<file path="src/rtl/ifu_fetch.sv">
// ifu_fetch: instruction fetch stage with one outstanding imem request and a one-entry buffer toward the core.
// Define IFU_MISALIGN_TRAP_EN to turn misaligned redirects into a FAULT marker instead of silently aligning them.
module ifu_fetch #(
    parameter int unsigned     XLEN     = 32,
    parameter logic [XLEN-1:0] RESET_PC = 32'h8000_0000
) (
    input  logic            clk,
    input  logic            rst,
    output logic            imem_req_valid,
    input  logic            imem_req_ready,
    output logic [XLEN-1:0] imem_req_addr,
    input  logic            imem_resp_valid,
    input  logic [XLEN-1:0] imem_resp_data,
    input  logic            redirect_valid,
    input  logic [XLEN-1:0] redirect_pc,
    output logic            inst_valid,
    input  logic            inst_ready,
    output logic [XLEN-1:0] inst_cmd,
    output logic [XLEN-1:0] inst_pc,
    output logic            inst_fault
);

`ifdef IFU_MISALIGN_TRAP_EN
    typedef enum logic [2:0] {S_IDLE, S_REQ, S_WAIT, S_HOLD, S_FAULT, S_STALL} state_t;
    localparam logic [XLEN-1:0] NOP = 32'h0000_0013;
`else
    typedef enum logic [2:0] {S_IDLE, S_REQ, S_WAIT, S_HOLD} state_t;
`endif

    state_t          state_q, state_d;
    logic [XLEN-1:0] pc_q, pc_d;
    logic            drop_q, drop_d;
    logic [XLEN-1:0] cmd_q, cmd_d;
    logic [XLEN-1:0] ipc_q, ipc_d;
    logic [XLEN-1:0] redir_target;

`ifdef IFU_MISALIGN_TRAP_EN
    logic redir_misaligned;
    assign redir_target     = redirect_pc;
    assign redir_misaligned = redirect_valid && (redirect_pc[1:0] != 2'b00);
    assign inst_valid       = (state_q == S_HOLD) || (state_q == S_FAULT);
    assign inst_fault       = (state_q == S_FAULT);
`else
    assign redir_target = redirect_pc & ~{{(XLEN-2){1'b0}}, 2'b11};
    assign inst_valid   = (state_q == S_HOLD);
    assign inst_fault   = 1'b0;
`endif

    assign imem_req_valid = (state_q == S_REQ);
    assign imem_req_addr  = pc_q;
    assign inst_cmd       = cmd_q;
    assign inst_pc        = ipc_q;

    always_ff @(posedge clk) begin
        if (rst) begin
            state_q <= S_IDLE;
            pc_q    <= RESET_PC;
            drop_q  <= 1'b0;
            cmd_q   <= '0;
            ipc_q   <= '0;
        end else begin
            state_q <= state_d;
            pc_q    <= pc_d;
            drop_q  <= drop_d;
            cmd_q   <= cmd_d;
            ipc_q   <= ipc_d;
        end
    end

    // drop marks an in-flight response that belongs to a squashed (wrong-path) fetch
    always_comb begin
        state_d = state_q;
        pc_d    = pc_q;
        drop_d  = drop_q;
        cmd_d   = cmd_q;
        ipc_d   = ipc_q;

        case (state_q)
            S_IDLE: begin
                state_d = S_REQ;
                if (redirect_valid) pc_d = redir_target;
            end
            S_REQ: begin
                if (redirect_valid) pc_d = redir_target;
                if (imem_req_ready) begin
                    state_d = S_WAIT;
                    if (redirect_valid) drop_d = 1'b1;
                end
            end
            S_WAIT: begin
                if (redirect_valid) begin
                    pc_d = redir_target;
                    if (imem_resp_valid) begin
                        drop_d  = 1'b0;
                        state_d = S_REQ;
                    end else begin
                        drop_d = 1'b1;
                    end
                end else if (imem_resp_valid) begin
                    if (drop_q) begin
                        drop_d  = 1'b0;
                        state_d = S_REQ;
                    end else begin
                        cmd_d   = imem_resp_data;
                        ipc_d   = pc_q;
                        state_d = S_HOLD;
                    end
                end
            end
            S_HOLD: begin
                if (redirect_valid) begin
                    pc_d    = redir_target;
                    state_d = S_REQ;
                end else if (inst_ready) begin
                    pc_d    = pc_q + XLEN'(4);
                    state_d = S_REQ;
                end
            end
`ifdef IFU_MISALIGN_TRAP_EN
            // A request issued before the fault may still be in flight; wait it out before refetching.
            S_FAULT: begin
                if (imem_resp_valid) drop_d = 1'b0;
                if (redirect_valid) begin
                    pc_d    = redir_target;
                    state_d = drop_d ? S_WAIT : S_REQ;
                end else if (inst_ready) begin
                    state_d = S_STALL;
                end
            end
            S_STALL: begin
                if (imem_resp_valid) drop_d = 1'b0;
                if (redirect_valid) begin
                    pc_d    = redir_target;
                    state_d = drop_d ? S_WAIT : S_REQ;
                end
            end
`endif
            default: state_d = S_IDLE;
        endcase

`ifdef IFU_MISALIGN_TRAP_EN
        if (redir_misaligned) begin
            state_d = S_FAULT;
            pc_d    = redirect_pc;
            cmd_d   = NOP;
            ipc_d   = redirect_pc;
            case (state_q)
                S_REQ:   drop_d = imem_req_ready;
                S_WAIT:  drop_d = !imem_resp_valid;
                default: ;
            endcase
        end
`endif
    end

endmodule
</file>
<file path="config.mk">
export PLATFORM = sky130hd
export DESIGN_NAME = ifu_fetch
export DESIGN_NICKNAME = d
export VERILOG_FILES = /design/src/rtl/ifu_fetch.sv
export SDC_FILE = /design/constraint.sdc
export NUM_CORES = 1
export LEC_CHECK = 0
export BUFFER_PORTS_ARGS = -buffer_cell sky130_fd_sc_hd__buf_2
export CORE_ASPECT_RATIO = 0.6
export CORE_MARGIN = 1.5
export CORE_UTILIZATION = 47
export DETAILED_ROUTE_END_ITERATION = 10
export GPL_ROUTABILITY_DRIVEN = 0
export PLACE_DENSITY = 0.75
export SYNTH_ARGS = -nofsm -noshare
export SYNTH_HDL_FRONTEND = slang
export SYNTH_SLANG_ARGS = --single-unit
</file>
<file path="constraint.sdc">
create_clock -name clk -period 1.9 [get_ports clk]
set_input_delay 0.095 -clock clk [delete_from_list [all_inputs] [get_ports clk]]
set_output_delay 0.095 -clock clk [all_outputs]
set_load 0.005 [all_outputs]
</file>
# == After elaboration in Yosys (flattened, before gate mapping) ==
# Index checks and enable logic that the tools add are counted.
# totals
ff_bits,100
in_bits,70
out_inout_bits,99
word_cells,43
# classes
add_sub_neg,1
n_eq_ne,9
muxes,18
bitwise,2
reduce_logical,8
# ops
op,count
32-bit two-way mux,3
32-bit one-hot mux with 2 select lines,1
32-bit by 3-bit adder with 32-bit output (second input constant),1
3-bit two-way mux,6
3-bit one-hot mux with 4 select lines,1
4-bit AND reduction,2
3-bit by 2-bit equality test with 1-bit output (second input constant),2
2-bit by 1-bit != test with 1-bit output (second input constant),3
3-bit AND reduction,2
1-bit two-way mux,5
2-bit nonzero test,2
3-bit by 1-bit equality test with 1-bit output (second input constant),1
3-bit zero test,1
3-bit by 2-bit != test with 1-bit output (second input constant),1
3-bit != test (second input constant),1
3-bit OR reduction,1
2-bit two-way mux,1
2-bit != test (second input constant),1
1-bit inverter,2
1-bit one-hot mux with 2 select lines,1

# == Longest topological paths before layout ==
# Gate-level depths: netlist of run 1.
# depth
depth_word,4
ltp_mapped,7
depth_no_buf,6

# == Worst setup path before layout of run 1 ==
# Ideal clock, no wire load.
# synth_timing
path_kind,flip-flop to flip-flop
start,"register pc_q[2], in the netlist imem_req_addr[2]"
end,"register pc_q[22], in the netlist imem_req_addr[22]"
setup_ps,74
t_arrival_ps,1705
required_time_ps,1826
setup_slack_ps,121
path_stages_with_launch,7
path_buffers,0
synth_period_minus_slack_ps,1779
cell_sequence,dfxtp_1 > ha_1 > nand2_1 > nor4_4 > nand3_2 > or3_1 > a31oi_1
# synth_between
elab_chain_cells,4
# synth_lines
element,line,source
start: declaration,31,"logic [XLEN-1:0] pc_q, pc_d;"
start signal: assignment,63,pc_q <= pc_d;
32-bit by 3-bit adder with 32-bit output,115,pc_d = pc_q + XLEN'(4);
32-bit two-way mux,114,end else if (inst_ready) begin
32-bit two-way mux,111,if (redirect_valid) begin
32-bit one-hot mux with 2 select lines,78,case (state_q)
# No other way between the ends. The select of a mux whose other input is x is not followed.
# A chain may end at the register's enable or synchronous reset.

# == Worst setup path after layout of run 1 ==
# layout_timing
start,"register pc_q[6], in the netlist imem_req_addr[6]"
end,"register pc_q[22], in the netlist imem_req_addr[22]"
# The elaborated chain is that of the path after synthesis.

==> results of run 1 <==
## final cells by class
type                    instances  area [sq um]
clock inverters                 5         106.4
repair buffers                213          1282
multi-input cells             385          2041
well taps                     112         140.1
flip-flops and latches         95          1902
fillers                       726          2718
inverters                       8         30.03
clock buffers                  10         239.0
## through the flow
step	cell area (sq um)	total power, mW	worst slack (ns)	util, %
global route	5741	4.812	0.005902	67.87
finish	5741	4.632	0.09715	67.87
global placement	5071	2.561	0.1727	59.96
CTS	5687	4.663	0.07058	67.23
floorplan	4093	2.365	0.1206	-
detailed placement	5071	2.573	0.1049	59.96
## worst max path at each step
stage / from / end / depth (start not counted)
after floorplan: imem_req_addr[2] / imem_req_addr[22] / 6
after global placement: imem_req_addr[2] / imem_req_addr[22] / 7
after detailed placement: imem_req_addr[2] / imem_req_addr[22] / 7
after CTS: imem_req_addr[2] / imem_req_addr[22] / 7
after global routing: imem_req_addr[4] / imem_req_addr[25] / 5
final: imem_req_addr[6] / imem_req_addr[22] / 6
## Yosys cell counts, drive strengths merged
cell	count
and3	8
nor4	6
nand4	10
or3	1
a2111oi	2
o32ai	1
a41oi	1
a211oi	15
and2	2
conb	1
a221oi	2
clkbuf	31
o221ai	1
and3b	1
nor2b	2
o21ai	9
nand4b	2
nand3	13
a31oi	5
mux2i	5
xnor2	13
a311oi	2
ha	1
nor3	10
a22oi	1
xor2	7
buf	8
nor2	31
nand2	147
nor3b	1
dfxtp	95
and4	5
o22ai	1
nand2b	1
a21oi	73
nor4b	1
inv	8
## cells in the final DEF, fill, tap and decap left out, types with 6 or more instances in the layout
cell / count
sky130_fd_sc_hd__xnor2_1: 13
sky130_fd_sc_hd__nor3_1: 10
sky130_fd_sc_hd__o21ai_0: 9
sky130_fd_sc_hd__dfxtp_1: 95
sky130_fd_sc_hd__and3_1: 7
sky130_fd_sc_hd__dlygate4sd3_1: 27
sky130_fd_sc_hd__nand3_2: 6
sky130_fd_sc_hd__buf_4: 24
sky130_fd_sc_hd__nand4_1: 10
sky130_fd_sc_hd__nor2_1: 31
sky130_fd_sc_hd__inv_1: 8
sky130_fd_sc_hd__nand2_1: 146
sky130_fd_sc_hd__xor2_1: 7
sky130_fd_sc_hd__buf_2: 160
sky130_fd_sc_hd__a211oi_1: 15
sky130_fd_sc_hd__a21oi_1: 73
sky130_fd_sc_hd__nand3_1: 7
sky130_fd_sc_hd__clkbuf_16: 9
## what timing repair did
action,in CTS,in global routing
endpoints found under the setup margin,0,4
hold buffers,27,0
setup buffers,0,1
endpoints found under the hold margin,27,0
gates resized for setup,0,9
## report_power, final
part           internal (mW)  switching (mW)
logic                  0.225           0.228
registers               2.06          0.0743
clock network           1.32           0.735
total                   3.60            1.04
## registers in the layout (all words and copies together) (netlist names)
signal,count
state_q,2
inst_cmd,32
drop_q,1
inst_pc,30
imem_req_addr,30
## metal layers
layer	vias to the layer above	track usage, %
li1	2165	-
met1	2026	33.08
met2	180	40.37
met3	14	7.197
met4	0	7.152
met5	-	0
## cell families (layout without fill, tap and decap cells)
logic type	after synthesis	after routing	synth area share [%]
buffers and inverters	47	236	4.879
xor gates and xnor gates	20	20	4.296
DFF	95	95	46.64
AOI/OAI and AO/OA	113	113	15.86
other	1	5	0.09196
muxes	5	5	1.227
and+or+nand+nor	241	241	26.70
adders and majority gates	1	1	0.3068
## worst max-delay path: stages, from the launching register on
cell	delay, ns
sky130_fd_sc_hd__dfxtp_1	0.46
sky130_fd_sc_hd__nand3_2	0.18
sky130_fd_sc_hd__nor4_4	0.30
sky130_fd_sc_hd__buf_6	0.17
sky130_fd_sc_hd__nand3_2	0.10
sky130_fd_sc_hd__or3_1	0.32
sky130_fd_sc_hd__a31oi_1	0.19
==> flow_summary.html, run 1 <==
<table>
<tr><th>Metric</th><th>Value</th></tr>
<tr><th colspan="2">Global route</th></tr>
<tr><td>Gr ovfl total</td><td>0</td></tr>
<tr><td>Maximum number of pins on one net before global-route repair</td><td>48</td></tr>
<tr><td>Global-route wire length before repair</td><td>~18000 um</td></tr>
<tr><td>Antenna violations before repair</td><td>0</td></tr>
<tr><td>Number of global-route vias before repair</td><td>approximately 3800</td></tr>
<tr><td>Global-route usage over all layers</td><td>about 25%</td></tr>
<tr><th colspan="2">Detailed routing</th></tr>
<tr><td>Drt via density</td><td>approximately 5.3</td></tr>
<tr><td>Number of iterations in the first detailed-routing pass</td><td>5</td></tr>
<tr><td>Met3 routed WL</td><td>1008 um</td></tr>
<tr><td>Via Count</td><td>around 4400</td></tr>
<tr><td>Met2 WL post-DR</td><td>approximately 5300 um</td></tr>
<tr><td>Met1 wire length</td><td>approximately 5300 um</td></tr>
<tr><td>Number of DRC violations after detailed routing</td><td>0</td></tr>
<tr><td>Per-cell routed wire length</td><td>14.30 um</td></tr>
<tr><td>Iter 0 DRT Violations</td><td>between 300 and 400</td></tr>
<tr><td>Antenna-violating nets left</td><td>0</td></tr>
<tr><td>Total routed wirelength</td><td>about 12000 um</td></tr>
<tr><td>Highest layer used for signal routing</td><td>met4</td></tr>
<tr><th colspan="2">Place</th></tr>
<tr><td>DP Cell Count</td><td>785</td></tr>
<tr><td>DP HPWL</td><td>between 8000 and 9000 um</td></tr>
<tr><td># port buffers</td><td>between 150 and 200</td></tr>
<tr><th colspan="2">STA</th></tr>
<tr><td>Setup TNS</td><td>0 ns</td></tr>
<tr><td>Worst-Margin Slew</td><td>a little over 0.5 ns</td></tr>
<tr><td>Post-route fraction of the period consumed by the critical path</td><td>around 95%</td></tr>
<tr><td>Worst clock skew</td><td>around 0.0073 ns</td></tr>
<tr><td>Number of hold violations in the final report</td><td>0</td></tr>
<tr><td>FMAX</td><td>around 550 MHz</td></tr>
<tr><td>Slew Limit Headroom</td><td>66.13%</td></tr>
<tr><td>Pins over their slew limit</td><td>0</td></tr>
<tr><td>Worst hold slack after final layout</td><td>0.006842 ns</td></tr>
<tr><td>Final critical path time including I/O delays and setup</td><td>roughly 1.8 ns</td></tr>
<tr><td>RSZ-0062 raised after global routing</td><td>false</td></tr>
<tr><td>Final setup violation count</td><td>0</td></tr>
<tr><th colspan="2">Critical path</th></tr>
<tr><td>Top fanout value on the critical path</td><td>8</td></tr>
<tr><td>Launching element type of the critical path</td><td>flip-flop</td></tr>
<tr><td>Register-to-Register Setup Slack</td><td>between 0.09 and 0.1 ns</td></tr>
<tr><td>Data arrival time of the worst path</td><td>slightly above 2 ns</td></tr>
<tr><td>Startpoint of the worst register-to-register path</td><td>imem_req_addr[6]</td></tr>
<tr><td>Crit end category</td><td>flip-flop</td></tr>
<tr><td>Count of cells along the worst register-to-register path</td><td>6</td></tr>
<tr><td>Critical path type</td><td>flip-flop to flip-flop</td></tr>
<tr><td>WP data required</td><td>around 2.2 ns</td></tr>
<tr><td>Endpoint of the most critical register-to-register path</td><td>imem_req_addr[22]</td></tr>
<tr><th colspan="2">Synth</th></tr>
<tr><td>Sequential cell area fraction in the yosys report</td><td>between 40% and 50%</td></tr>
<tr><td>Number of instances in the synthesized netlist</td><td>roughly 520</td></tr>
<tr><td>Most area-consuming cells after synthesis</td><td>sky130_fd_sc_hd__dfxtp_1, sky130_fd_sc_hd__nand2_1, sky130_fd_sc_hd__a21oi_1, sky130_fd_sc_hd__clkbuf_1, sky130_fd_sc_hd__nor2_1</td></tr>
<tr><td>Syn Std Cell Area</td><td>a little over 4000 sq um</td></tr>
<tr><td>Syn Area/Cell</td><td>a little under 8 sq um</td></tr>
<tr><td>Fraction of post-synthesis cell area in the top cell type by area</td><td>~47%</td></tr>
<tr><td>Synth warn</td><td>0</td></tr>
<tr><td>Post-synthesis register bit count</td><td>95</td></tr>
<tr><td>Dominant cell type by area after synthesis</td><td>sky130_fd_sc_hd__dfxtp_1</td></tr>
<tr><td>Yosys cell types</td><td>41</td></tr>
<tr><th colspan="2">Die</th></tr>
<tr><td>Floorplan die height</td><td>between 70 and 80 um</td></tr>
<tr><td>Initial Util</td><td>48.21%</td></tr>
<tr><td>Die Width</td><td>~120 um</td></tr>
<tr><td>Top-Level Pins</td><td>between 150 and 200</td></tr>
<tr><td>Die Footprint</td><td>9262 sq um</td></tr>
<tr><td>CORE AREA</td><td>around 8500 sq um</td></tr>
<tr><td>Core Rows</td><td>26</td></tr>
<tr><th colspan="2">CTS</th></tr>
<tr><td>Maximum count of clock buffers along a single path</td><td>2</td></tr>
<tr><td>Clock-pin slew on the worst setup and hold paths</td><td>around 0.070 ns</td></tr>
<tr><td>TritonCTS clock tree</td><td>done</td></tr>
<tr><td>Number of H-tree levels</td><td>3</td></tr>
<tr><td>Number of buffers created by CTS</td><td>9</td></tr>
<tr><td>Buffer cell driving the clock tree root</td><td>sky130_fd_sc_hd__clkbuf_16</td></tr>
<tr><td>Later-pin clock latency in the skew report</td><td>between 0.3 and 0.4 ns</td></tr>
<tr><td>TritonCTS sink count</td><td>between 90 and 100</td></tr>
<tr><th colspan="2">Finish</th></tr>
<tr><td>Non-filler instance count after layout</td><td>roughly 830</td></tr>
<tr><td>Antenna fix cells</td><td>0</td></tr>
<tr><td>Layout cells sized above 1</td><td>30.03%</td></tr>
<tr><td>Count of nets after finishing</td><td>about 780</td></tr>
<tr><td>Area grow syn2layout</td><td>40.78%</td></tr>
<tr><th colspan="2">Hold path</th></tr>
<tr><td>Classification of the worst-slack hold path</td><td>input pin to flip-flop</td></tr>
<tr><td>Cell count of the worst hold path</td><td>3</td></tr>
<tr><td>Hold path start</td><td>imem_resp_data[30]</td></tr>
<tr><td>Terminating pin of the worst hold path</td><td>inst_cmd[30]</td></tr>
<tr><th colspan="2">Flow run</th></tr>
<tr><td>Number of max-cap violations</td><td>0</td></tr>
<tr><th colspan="2">Power and ir drop</th></tr>
<tr><td>Worst supply voltage drop on vdd</td><td>between 0.4 and 0.5 mV</td></tr>
<tr><td>Pwr/cell area</td><td>807.0 nW/um^2</td></tr>
<tr><td>Leakage Power</td><td>between 2 and 2.5 nW</td></tr>
<tr><th colspan="2">Run status</th></tr>
<tr><td>Outcome</td><td>finished, final reports clean</td></tr>
</table>
(Power assumes the default switching activity.)
==> run 2: changes to the inputs <==
--- a/config.mk
+++ b/config.mk
@@ -5,13 +5,14 @@
 export SDC_FILE = /design/constraint.sdc
 export NUM_CORES = 1
 export LEC_CHECK = 0
+export ABC_AREA = 1
 export BUFFER_PORTS_ARGS = -buffer_cell sky130_fd_sc_hd__buf_2
 export CORE_ASPECT_RATIO = 0.6
 export CORE_MARGIN = 1.5
 export CORE_UTILIZATION = 47
 export DETAILED_ROUTE_END_ITERATION = 10
 export GPL_ROUTABILITY_DRIVEN = 0
-export PLACE_DENSITY = 0.75
+export PLACE_DENSITY = 0.74
 export SYNTH_ARGS = -nofsm -noshare
 export SYNTH_HDL_FRONTEND = slang
 export SYNTH_SLANG_ARGS = --single-unit
==> run 2 against run 1 <==
  * Area after synthesis rose by 13%
  * Register-to-register slack improved by 0.06 ns
  * First-iteration DRC count rose by 19%
  * Count of clock-buffer cells in the layout rose by 1
  * Synthesized cell count rose by 27%
  * Final area rose by 5.4%
  * Critical path type unchanged
  * Largest power group unchanged
  * Highest routed layer unchanged
==> flow_summary.html, run 2 <==
<table>
<tr><th>Metric</th><th>Value</th></tr>
<tr><th colspan="2">Global route</th></tr>
<tr><td>Gr ovfl total</td><td>0 (unchanged)</td></tr>
<tr><td>Maximum number of pins on one net before global-route repair</td><td>84 (+75%)</td></tr>
<tr><td>Global-route usage over all layers</td><td>29.30% (+4.3 points)</td></tr>
<tr><td>Antenna violations before repair</td><td>0 (unchanged)</td></tr>
<tr><td>Number of global-route vias before repair</td><td>4823 (+26%)</td></tr>
<tr><td>Global-route wire length before repair</td><td>23410 um (+29%)</td></tr>
<tr><th colspan="2">Synth</th></tr>
<tr><td>Post-synthesis register bit count</td><td>95 (unchanged)</td></tr>
<tr><td>Yosys cell types</td><td>38 (-7.3%)</td></tr>
<tr><td>Synth warn</td><td>0 (unchanged)</td></tr>
<tr><td>Most area-consuming cells after synthesis</td><td>sky130_fd_sc_hd__dfxtp_1, sky130_fd_sc_hd__nor2_1, sky130_fd_sc_hd__nand2_1, sky130_fd_sc_hd__o21ai_0, sky130_fd_sc_hd__inv_1</td></tr>
<tr><td>Most numerous cell in the Yosys netlist</td><td>sky130_fd_sc_hd__nor2_1</td></tr>
<tr><td>Sequential cell area fraction in the yosys report</td><td>41.41% (-5.2 points)</td></tr>
<tr><td>Fraction of registers with async set/reset</td><td>0% (unchanged)</td></tr>
<tr><td>Syn Area/Cell</td><td>6.917 sq um (-11%)</td></tr>
<tr><td>Syn Std Cell Area</td><td>4593 sq um (+13%)</td></tr>
<tr><td>Flip-flop cell with the highest count after synthesis</td><td>sky130_fd_sc_hd__dfxtp_1</td></tr>
<tr><td>EDFF count, synth</td><td>0 (unchanged)</td></tr>
<tr><td>Dominant cell type by area after synthesis</td><td>sky130_fd_sc_hd__dfxtp_1</td></tr>
<tr><td>Most used standard cells in the synthesized netlist</td><td>sky130_fd_sc_hd__nor2_1, sky130_fd_sc_hd__nand2_1, sky130_fd_sc_hd__dfxtp_1</td></tr>
<tr><td>Fraction of post-synthesis cell area in the top cell type by area</td><td>41.41% (-5.2 points)</td></tr>
<tr><td>Number of instances in the synthesized netlist</td><td>664 (+27%)</td></tr>
<tr><th colspan="2">Finish</th></tr>
<tr><td>Layout cells sized above 1</td><td>27.00% (-3.0 points)</td></tr>
<tr><td>Non-filler instance count after layout</td><td>982 (+19%)</td></tr>
<tr><td>Most common cell after layout, fill and taps aside</td><td>sky130_fd_sc_hd__nor2_1</td></tr>
<tr><td>Share of the core filled with cells in the final layout</td><td>64.90% (-3.0 points)</td></tr>
<tr><td>Count of nets after finishing</td><td>918 (+17%)</td></tr>
<tr><td>Final cell area excluding filler cells</td><td>6051 sq um (+5.4%)</td></tr>
<tr><td>Area grow syn2layout</td><td>31.74%</td></tr>
<tr><td>Number of flip-flops under the largest register name</td><td>32 (unchanged)</td></tr>
<tr><td>Highest-count cells in the layout ignoring fill and taps</td><td>sky130_fd_sc_hd__nor2_1, sky130_fd_sc_hd__buf_2, sky130_fd_sc_hd__nand2_1, sky130_fd_sc_hd__dfxtp_1, sky130_fd_sc_hd__o21ai_0</td></tr>
<tr><td>Antenna fix cells</td><td>0 (unchanged)</td></tr>
<tr><th colspan="2">Detailed routing</th></tr>
<tr><td>Total routed wirelength</td><td>15260 um (+29%)</td></tr>
<tr><td>Iter 0 DRT Violations</td><td>420 (+19%)</td></tr>
<tr><td>Antenna-violating nets left</td><td>0 (unchanged)</td></tr>
<tr><td>Drt via density</td><td>5.311 (+0.28%)</td></tr>
<tr><td>Number of DRC violations after detailed routing</td><td>0 (unchanged)</td></tr>
<tr><td>Via Count</td><td>5215 (+19%)</td></tr>
<tr><td>Number of iterations in the first detailed-routing pass</td><td>6 (+1)</td></tr>
<tr><td>Per-cell routed wire length</td><td>15.54 um (+8.7%)</td></tr>
<tr><th colspan="2">Power and ir drop</th></tr>
<tr><td>Pwr/cell area</td><td>755.0 nW/um^2 (-6.4%)</td></tr>
<tr><td>Leakage Power</td><td>2.834 nW (+14%)</td></tr>
<tr><td>Total power draw</td><td>4.568 mW (-1.4%)</td></tr>
<tr><td>Worst supply voltage drop on vdd</td><td>0.4720 mV (about the same)</td></tr>
<tr><th colspan="2">CTS</th></tr>
<tr><td>Buffer cell driving the clock tree root</td><td>sky130_fd_sc_hd__clkbuf_16</td></tr>
<tr><td>Maximum count of clock buffers along a single path</td><td>2 (unchanged)</td></tr>
<tr><td>Clock-pin slew on the worst setup and hold paths</td><td>0.07 ns (about the same)</td></tr>
<tr><td>Number of buffers created by CTS</td><td>9 (unchanged)</td></tr>
<tr><td>TritonCTS clock tree</td><td>done</td></tr>
<tr><td>Later-pin clock latency in the skew report</td><td>0.35 ns (about the same)</td></tr>
<tr><td>Number of H-tree levels</td><td>3 (unchanged)</td></tr>
<tr><td>TritonCTS sink count</td><td>95 (unchanged)</td></tr>
<tr><th colspan="2">STA</th></tr>
<tr><td>Final setup violation count</td><td>0 (unchanged)</td></tr>
<tr><td>Pins over their slew limit</td><td>0 (unchanged)</td></tr>
<tr><td>Final setup slack of the worst path</td><td>0.1527 ns (+0.05550 ns)</td></tr>
<tr><td>FMAX</td><td>572.3 MHz (+3.2%)</td></tr>
<tr><td>Worst clock skew</td><td>0.007178 ns (-0.0001014 ns)</td></tr>
<tr><td>Setup TNS</td><td>0 ns (unchanged)</td></tr>
<tr><td>RSZ-0062 raised after global routing</td><td>false</td></tr>
<tr><td>Worst-Margin Slew</td><td>0.5464 ns (+0.03836 ns)</td></tr>
<tr><td>Worst hold slack after final layout</td><td>0.009145 ns (+0.002302 ns)</td></tr>
<tr><td>Final critical path time including I/O delays and setup</td><td>1.747 ns (-0.05550 ns)</td></tr>
<tr><td>Post-route fraction of the period consumed by the critical path</td><td>91.97% (-2.9 points)</td></tr>
<tr><td>Slew Limit Headroom</td><td>63.52% (-2.6 points)</td></tr>
<tr><td>Number of hold violations in the final report</td><td>0 (unchanged)</td></tr>
<tr><th colspan="2">Critical path</th></tr>
<tr><td>Max stage delay on crit path</td><td>0.35 ns (-0.11 ns)</td></tr>
<tr><td>Slowest cell on crit path</td><td>sky130_fd_sc_hd__dfxtp_1</td></tr>
<tr><td>Top fanout value on the critical path</td><td>5 (-3)</td></tr>
<tr><td>Data arrival time of the worst path</td><td>1.99 ns (-0.07 ns)</td></tr>
<tr><td>Start point of the critical path</td><td>imem_req_addr[3]</td></tr>
<tr><td>WP data required</td><td>2.14 ns (-0.02 ns)</td></tr>
<tr><td>Launching element type of the critical path</td><td>flip-flop</td></tr>
<tr><td>Critical path type</td><td>flip-flop to flip-flop</td></tr>
<tr><td>Crit end category</td><td>flip-flop</td></tr>
<tr><td>Register-to-Register Setup Slack</td><td>0.15 ns (+0.06 ns)</td></tr>
<tr><td>Startpoint of the worst register-to-register path</td><td>imem_req_addr[3]</td></tr>
<tr><td>Crit-path cells</td><td>ha_1 &gt; nand2_1 &gt; inv_1 &gt; nand2_2 &gt; nor2_2 &gt; nand2_2 &gt; nor2_4 &gt; a21oi_1 &gt; o21bai_1 &gt; inv_1</td></tr>
<tr><th colspan="2">Die</th></tr>
<tr><td>Initial Util</td><td>49.26% (+1.1 points)</td></tr>
<tr><td>Core Rows</td><td>27 (+3.8%)</td></tr>
<tr><td>Floorplan die height</td><td>79.58 um (+5.9%)</td></tr>
<tr><td>CORE AREA</td><td>9324 sq um (+10%)</td></tr>
<tr><td>Top-Level Pins</td><td>169 (unchanged)</td></tr>
<tr><td>Die Width</td><td>130.6 um (+6.0%)</td></tr>
<tr><td>Die Footprint</td><td>10390 sq um (+12%)</td></tr>
<tr><th colspan="2">Place</th></tr>
<tr><td>Place WS</td><td>0.1762 ns (+0.07125 ns)</td></tr>
<tr><td># port buffers</td><td>161 (unchanged)</td></tr>
<tr><td>DP Cell Count</td><td>935 (+19%)</td></tr>
<tr><td>Area after DPL</td><td>5429 sq um (+7.1%)</td></tr>
<tr><td>DP HPWL</td><td>10830 um (+32%)</td></tr>
<tr><th colspan="2">Hold path</th></tr>
<tr><td>Hold path start</td><td>imem_resp_data[14]</td></tr>
<tr><td>Classification of the worst-slack hold path</td><td>input pin to flip-flop</td></tr>
<tr><th colspan="2">Run status</th></tr>
<tr><td>Outcome</td><td>finished, final reports clean</td></tr>
<tr><th colspan="2">Flow run</th></tr>
<tr><td>Number of max-cap violations</td><td>0 (unchanged)</td></tr>
</table>
-- run 2: changes by cell type in the layout (fill, tap and decap cells not counted), moves of 7 or more --
| cell | previous run | this run |
|---|---|---|
| sky130_fd_sc_hd__nor2_1 | 31 | 167 |
| sky130_fd_sc_hd__o21ai_0 | 9 | 57 |
| sky130_fd_sc_hd__a21oi_1 | 73 | 26 |
| sky130_fd_sc_hd__nand2_1 | 146 | 105 |
| sky130_fd_sc_hd__inv_1 | 8 | 45 |
| sky130_fd_sc_hd__nand3_1 | 7 | 33 |
| sky130_fd_sc_hd__o21ai_1 | 0 | 22 |
| sky130_fd_sc_hd__a21oi_2 | 0 | 18 |
| sky130_fd_sc_hd__xnor2_1 | 13 | 0 |
| sky130_fd_sc_hd__buf_4 | 24 | 14 |
| sky130_fd_sc_hd__a211oi_1 | 15 | 6 |
| sky130_fd_sc_hd__xor2_1 | 7 | 0 |
-- run 2: final timing paths --
| check | cells after the start | end |
|---|---|---|
| hold / removal | 3 | inst_cmd[14] |
| setup reg to reg | 10 | imem_req_addr[18] |
| hold reg to reg | 2 | inst_cmd[29] |
| setup / recovery | 10 | imem_req_addr[18] |
-- run 2: worst max-delay path: cells and delay by family, from the launching register on --
family                     cells  cell delay (ns)
and+or+nand+nor                5             0.68
adders and majority gates      1             0.22
AOI/OAI and AO/OA              2             0.24
DFF                            1             0.35
buffers and inverters          2             0.16
-- run 2: power breakdown --
| part | internal (mW) | total, mW | switching (mW) |
|---|---|---|---|
| sequential | 2.09 | 2.18 | 0.0940 |
| combinational | 0.267 | 0.622 | 0.355 |
| clock | 0.969 | 1.77 | 0.799 |
-- run 2: repair_timing --
| item | 4_1_cts | 5_1_grt |
|---|---|---|
| hold endpoints to repair | 30 | 0 |
| gates resized for setup | 0 | 5 |
| setup endpoints to repair | 0 | 4 |
| setup buffers | 0 | 1 |
| hold buffers | 30 | 0 |
-- run 2: layout make-up --
cell class,count,area [sq um]
Clock buffer,11,252.7
Clock inverter,5,38.79
Fill cell,895,3273
Inverter,50,191.4
Multi-Input combinational cell,485,2272
Sequential cell,95,1902
Tap cell,130,162.7
Timing Repair Buffer,206,1231
-- run 2: cells by family after synthesis --
logic type / share of synthesized area [%]
flip-flops: 41.41
buffers and inverters: 9.861
AO/OA/AOI/OAI: 18.52
AND/OR/NAND/NOR: 29.86
other: 0.08164
adder cells (fa/ha/maj): 0.2724
-- run 2: metal layers --
| metal | routed length (um) | global-route usage [%] | up-vias |
|---|---|---|---|
| met4 | 263 | 7.363 | 0 |
| met3 | 1708 | 10.25 | 32 |
| met5 | 0 | 0 | - |
| met1 | 6597 | 39.34 | 2376 |
| li1 | - | - | 2519 |
| met2 | 6692 | 45.00 | 288 |
==> run 3: changes to the inputs <==
==> constraint.sdc (replaced) <==
create_clock -name clk -period 1.9 [get_ports clk]
set_input_delay 0 -clock clk [delete_from_list [all_inputs] [get_ports clk]]
set_output_delay 0 -clock clk [all_outputs]
set_load 0.005 [all_outputs]
==> run 3 against run 2 <==
  * Clock skew fell by 0.0035 ns
  * Final cell count is 1.2% higher
  * Sequential share of layout area fell by 0.51 points
  * Critical endpoint is now imem_req_addr[20]
==> flow_summary.html, run 3 (synthesis results as in run 2) <==
<table>
<tr><th>Metric</th><th>Value</th></tr>
<tr><th colspan="2">Run status</th></tr>
<tr><td>Outcome</td><td>finished, final reports clean</td></tr>
<tr><th colspan="2">STA</th></tr>
<tr><td>Final critical path time including I/O delays and setup</td><td>1.798 ns (+0.05019 ns)</td></tr>
<tr><td>Final setup violation count</td><td>0 (unchanged)</td></tr>
<tr><td>FMAX</td><td>556.3 MHz (-2.8%)</td></tr>
<tr><td>Worst-Margin Slew</td><td>0.6861 ns (+0.1397 ns)</td></tr>
<tr><td>Setup TNS</td><td>0 ns (unchanged)</td></tr>
<tr><td>Number of hold violations in the final report</td><td>0 (unchanged)</td></tr>
<tr><td>Slew Limit Headroom</td><td>54.26% (-9.3 points)</td></tr>
<tr><td>Worst hold slack after final layout</td><td>0.02263 ns (+0.01348 ns)</td></tr>
<tr><td>Worst clock skew</td><td>0.003709 ns (-0.003469 ns)</td></tr>
<tr><td>Pins over their slew limit</td><td>0 (unchanged)</td></tr>
<tr><td>RSZ-0062 raised after global routing</td><td>false</td></tr>
<tr><td>Post-route fraction of the period consumed by the critical path</td><td>94.61% (+2.6 points)</td></tr>
<tr><th colspan="2">Finish</th></tr>
<tr><td>Area grow syn2layout</td><td>33.89%</td></tr>
<tr><td>Antenna fix cells</td><td>0 (unchanged)</td></tr>
<tr><td>Layout cells sized above 1</td><td>26.27% (-0.72 points)</td></tr>
<tr><td>Most common cell after layout, fill and taps aside</td><td>sky130_fd_sc_hd__nor2_1</td></tr>
<tr><td>Highest-count cells in the layout ignoring fill and taps</td><td>sky130_fd_sc_hd__nor2_1, sky130_fd_sc_hd__buf_2, sky130_fd_sc_hd__nand2_1, sky130_fd_sc_hd__dfxtp_1, sky130_fd_sc_hd__o21ai_0</td></tr>
<tr><td>Multi-input combinational cell area</td><td>2261 sq um (-0.50%)</td></tr>
<tr><td>Fill cell total of the finished layout</td><td>856 (-4.4%)</td></tr>
<tr><td>FF+latch area</td><td>1902 sq um (unchanged)</td></tr>
<tr><td>Count of nets after finishing</td><td>930 (+1.3%)</td></tr>
<tr><td>Number of flip-flops under the largest register name</td><td>32 (unchanged)</td></tr>
<tr><td>Share of the core filled with cells in the final layout</td><td>65.96% (+1.1 points)</td></tr>
<tr><th colspan="2">Critical path</th></tr>
<tr><td>Register-to-Register Setup Slack</td><td>0.10 ns (-0.05 ns)</td></tr>
<tr><td>Critical path type</td><td>flip-flop to flip-flop</td></tr>
<tr><td>Data arrival time of the worst path</td><td>2.03 ns (+0.04 ns)</td></tr>
<tr><td>Crit end category</td><td>flip-flop</td></tr>
<tr><td>Top fanout value on the critical path</td><td>5 (unchanged)</td></tr>
<tr><td>Launching element type of the critical path</td><td>flip-flop</td></tr>
<tr><td>WP data required</td><td>2.13 ns (about the same)</td></tr>
<tr><th colspan="2">Die</th></tr>
<tr><td>Initial Util</td><td>49.26% (unchanged)</td></tr>
<tr><td>Core Rows</td><td>27 (unchanged)</td></tr>
<tr><td>CORE AREA</td><td>9324 sq um (unchanged)</td></tr>
<tr><td>Top-Level Pins</td><td>169 (unchanged)</td></tr>
<tr><td>Die Width</td><td>130.6 um (unchanged)</td></tr>
<tr><td>Floorplan die height</td><td>79.58 um (unchanged)</td></tr>
<tr><td>Die Footprint</td><td>10390 sq um (unchanged)</td></tr>
<tr><th colspan="2">CTS</th></tr>
<tr><td>TritonCTS clock tree</td><td>done</td></tr>
<tr><td>Clock-pin slew on the worst setup and hold paths</td><td>0.07 ns (about the same)</td></tr>
<tr><td>TritonCTS sink count</td><td>95 (unchanged)</td></tr>
<tr><td>Buffer cell driving the clock tree root</td><td>sky130_fd_sc_hd__clkbuf_16</td></tr>
<tr><td>Number of H-tree levels</td><td>3 (unchanged)</td></tr>
<tr><td>Setup bufs post-CTS</td><td>0 (unchanged)</td></tr>
<tr><td>Later-pin clock latency in the skew report</td><td>0.34 ns (about the same)</td></tr>
<tr><td>Maximum count of clock buffers along a single path</td><td>2 (unchanged)</td></tr>
<tr><td>Number of buffers created by CTS</td><td>9 (unchanged)</td></tr>
<tr><th colspan="2">Detailed routing</th></tr>
<tr><td>Total routed wirelength</td><td>15020 um (-1.6%)</td></tr>
<tr><td>Via Count</td><td>5204 (-0.21%)</td></tr>
<tr><td>Drt via density</td><td>5.235 (-1.4%)</td></tr>
<tr><td>Number of iterations in the first detailed-routing pass</td><td>5 (-1)</td></tr>
<tr><td>Per-cell routed wire length</td><td>15.11 um (-2.8%)</td></tr>
<tr><td>Antenna-violating nets left</td><td>0 (unchanged)</td></tr>
<tr><td>Number of DRC violations after detailed routing</td><td>0 (unchanged)</td></tr>
<tr><td>Iter 0 DRT Violations</td><td>496 (+18%)</td></tr>
<tr><th colspan="2">Power and ir drop</th></tr>
<tr><td>Internal power consumption</td><td>3.331 mW (+0.32%)</td></tr>
<tr><td>Proportion of power drawn by flip-flops and latches</td><td>47.9% (+0.2 points)</td></tr>
<tr><td>Worst supply voltage drop on vdd</td><td>0.4544 mV (-3.7%)</td></tr>
<tr><td>Leakage Power</td><td>2.860 nW (+0.94%)</td></tr>
<tr><td>Switching power share of the total</td><td>26.81% (-0.51 points)</td></tr>
<tr><td>Switch Pwr</td><td>1.220 mW (-2.2%)</td></tr>
<tr><td>Combinational share of power</td><td>13.9% (+0.3 points)</td></tr>
<tr><td>Pwr/cell area</td><td>740.0 nW/um^2 (-2.0%)</td></tr>
<tr><td>Clock power share</td><td>38.2% (-0.5 points)</td></tr>
<tr><th colspan="2">Global route</th></tr>
<tr><td>Number of global-route vias before repair</td><td>4603 (-4.6%)</td></tr>
<tr><td>Global-route wire length before repair</td><td>23450 um (+0.18%)</td></tr>
<tr><td>Gr ovfl total</td><td>0 (unchanged)</td></tr>
<tr><td>Maximum number of pins on one net before global-route repair</td><td>84 (unchanged)</td></tr>
<tr><td>Antenna violations before repair</td><td>0 (unchanged)</td></tr>
<tr><td>Global-route usage over all layers</td><td>29.30% (about the same)</td></tr>
<tr><th colspan="2">Flow run</th></tr>
<tr><td>Number of max-cap violations</td><td>0 (unchanged)</td></tr>
<tr><th colspan="2">Place</th></tr>
<tr><td># port buffers</td><td>161 (unchanged)</td></tr>
<tr><td>DP HPWL</td><td>10510 um (-3.0%)</td></tr>
<tr><th colspan="2">Hold path</th></tr>
<tr><td>Classification of the worst-slack hold path</td><td>input pin to flip-flop</td></tr>
</table>
==> run 3: cell types whose count changed in the layout (fill, tap and decap cells not counted) <==
cell                            delta
sky130_fd_sc_hd__nor3_4            -1
sky130_fd_sc_hd__nor2_1            -1
sky130_fd_sc_hd__nor3_1            +1
sky130_fd_sc_hd__clkinv_4          -1
sky130_fd_sc_hd__inv_6             -1
sky130_fd_sc_hd__clkbuf_1          +1
sky130_fd_sc_hd__dlygate4sd3_1    +12
sky130_fd_sc_hd__nand2_2           -1
sky130_fd_sc_hd__nand2_1           +1
sky130_fd_sc_hd__inv_1             +1
sky130_fd_sc_hd__nor2_2            +1
==> run 3: power by group through the flow <==
| stage | Sequential, mW | Clock [mW] | Combinational [mW] |
|---|---|---|---|
| floorplan | 2.21 | 0 | 0.308 |
| global placement | 2.21 | 0 | 0.539 |
| detailed placement | 2.22 | 0 | 0.553 |
| CTS | 2.17 | 1.77 | 0.623 |
| global route | 2.19 | 1.84 | 0.700 |
| finish | 2.18 | 1.74 | 0.632 |
==> run 3: per-stage QoR <==
stage | power (mW) | cell area [sq um] | std cells | worst slack [ns]
2_1_floorplan | 2.518 | 4608 | 668 | 0.3686
3_3_place_gp | 2.751 | 5436 | 936 | 0.2653
3_5_place_dp | 2.771 | 5436 | 936 | 0.1648
4_1_cts | 4.564 | 6142 | 994 | 0.1591
5_1_grt | 4.726 | 6150 | 994 | 0.001762
6_report | 4.551 | 6150 | 994 | 0.1025
==> run 3: path summary, 6_finish.rpt <==
| check | start | end | cells past startpoint |
|---|---|---|---|
| setup / recovery | imem_req_addr[3] | imem_req_addr[20] | 10 |
| setup reg to reg | imem_req_addr[3] | imem_req_addr[20] | 10 |
| hold reg to reg | drop_q | drop_q | 2 |
| hold / removal | redirect_pc[22] | imem_req_addr[22] | 5 |
==> run 3: layout make-up <==
| class | count | share of cell area (%) |
|---|---|---|
| multi-input cells | 485 | 36.77 |
| flip-flops and latches | 95 | 30.93 |
| repair buffers | 218 | 21.97 |
| clock buffers | 12 | 4.171 |
| inverters | 50 | 3.052 |
| well taps | 130 | 2.645 |
| clock inverters | 4 | 0.4680 |
==> run 3: critical path, stage by stage (launching register included) <==
cell	delay, ns
sky130_fd_sc_hd__dfxtp_1	0.34
sky130_fd_sc_hd__ha_1	0.22
sky130_fd_sc_hd__nand2_1	0.10
sky130_fd_sc_hd__inv_1	0.10
sky130_fd_sc_hd__nand2_2	0.10
sky130_fd_sc_hd__nor2_2	0.17
sky130_fd_sc_hd__nand2_1	0.16
sky130_fd_sc_hd__nor3_2	0.25
sky130_fd_sc_hd__nand4_1	0.13
sky130_fd_sc_hd__nand2_1	0.08
sky130_fd_sc_hd__nor2_1	0.04
==> run 3: repair_timing <==
action	CTS	global route
gates resized for setup	0	2
endpoints found under the hold margin	42	0
hold buffers	42	0
setup endpoints to repair	0	2
==> run 3: metal layers <==
layer | wire length, um | global-route usage, % | vias to the layer above
met5 | 0 | 0 | -
met4 | 159 | 6.154 | 0
met3 | 1367 | 8.378 | 16
met2 | 6462 | 43.58 | 242
met1 | 7029 | 42.03 | 2395
li1 | - | - | 2551
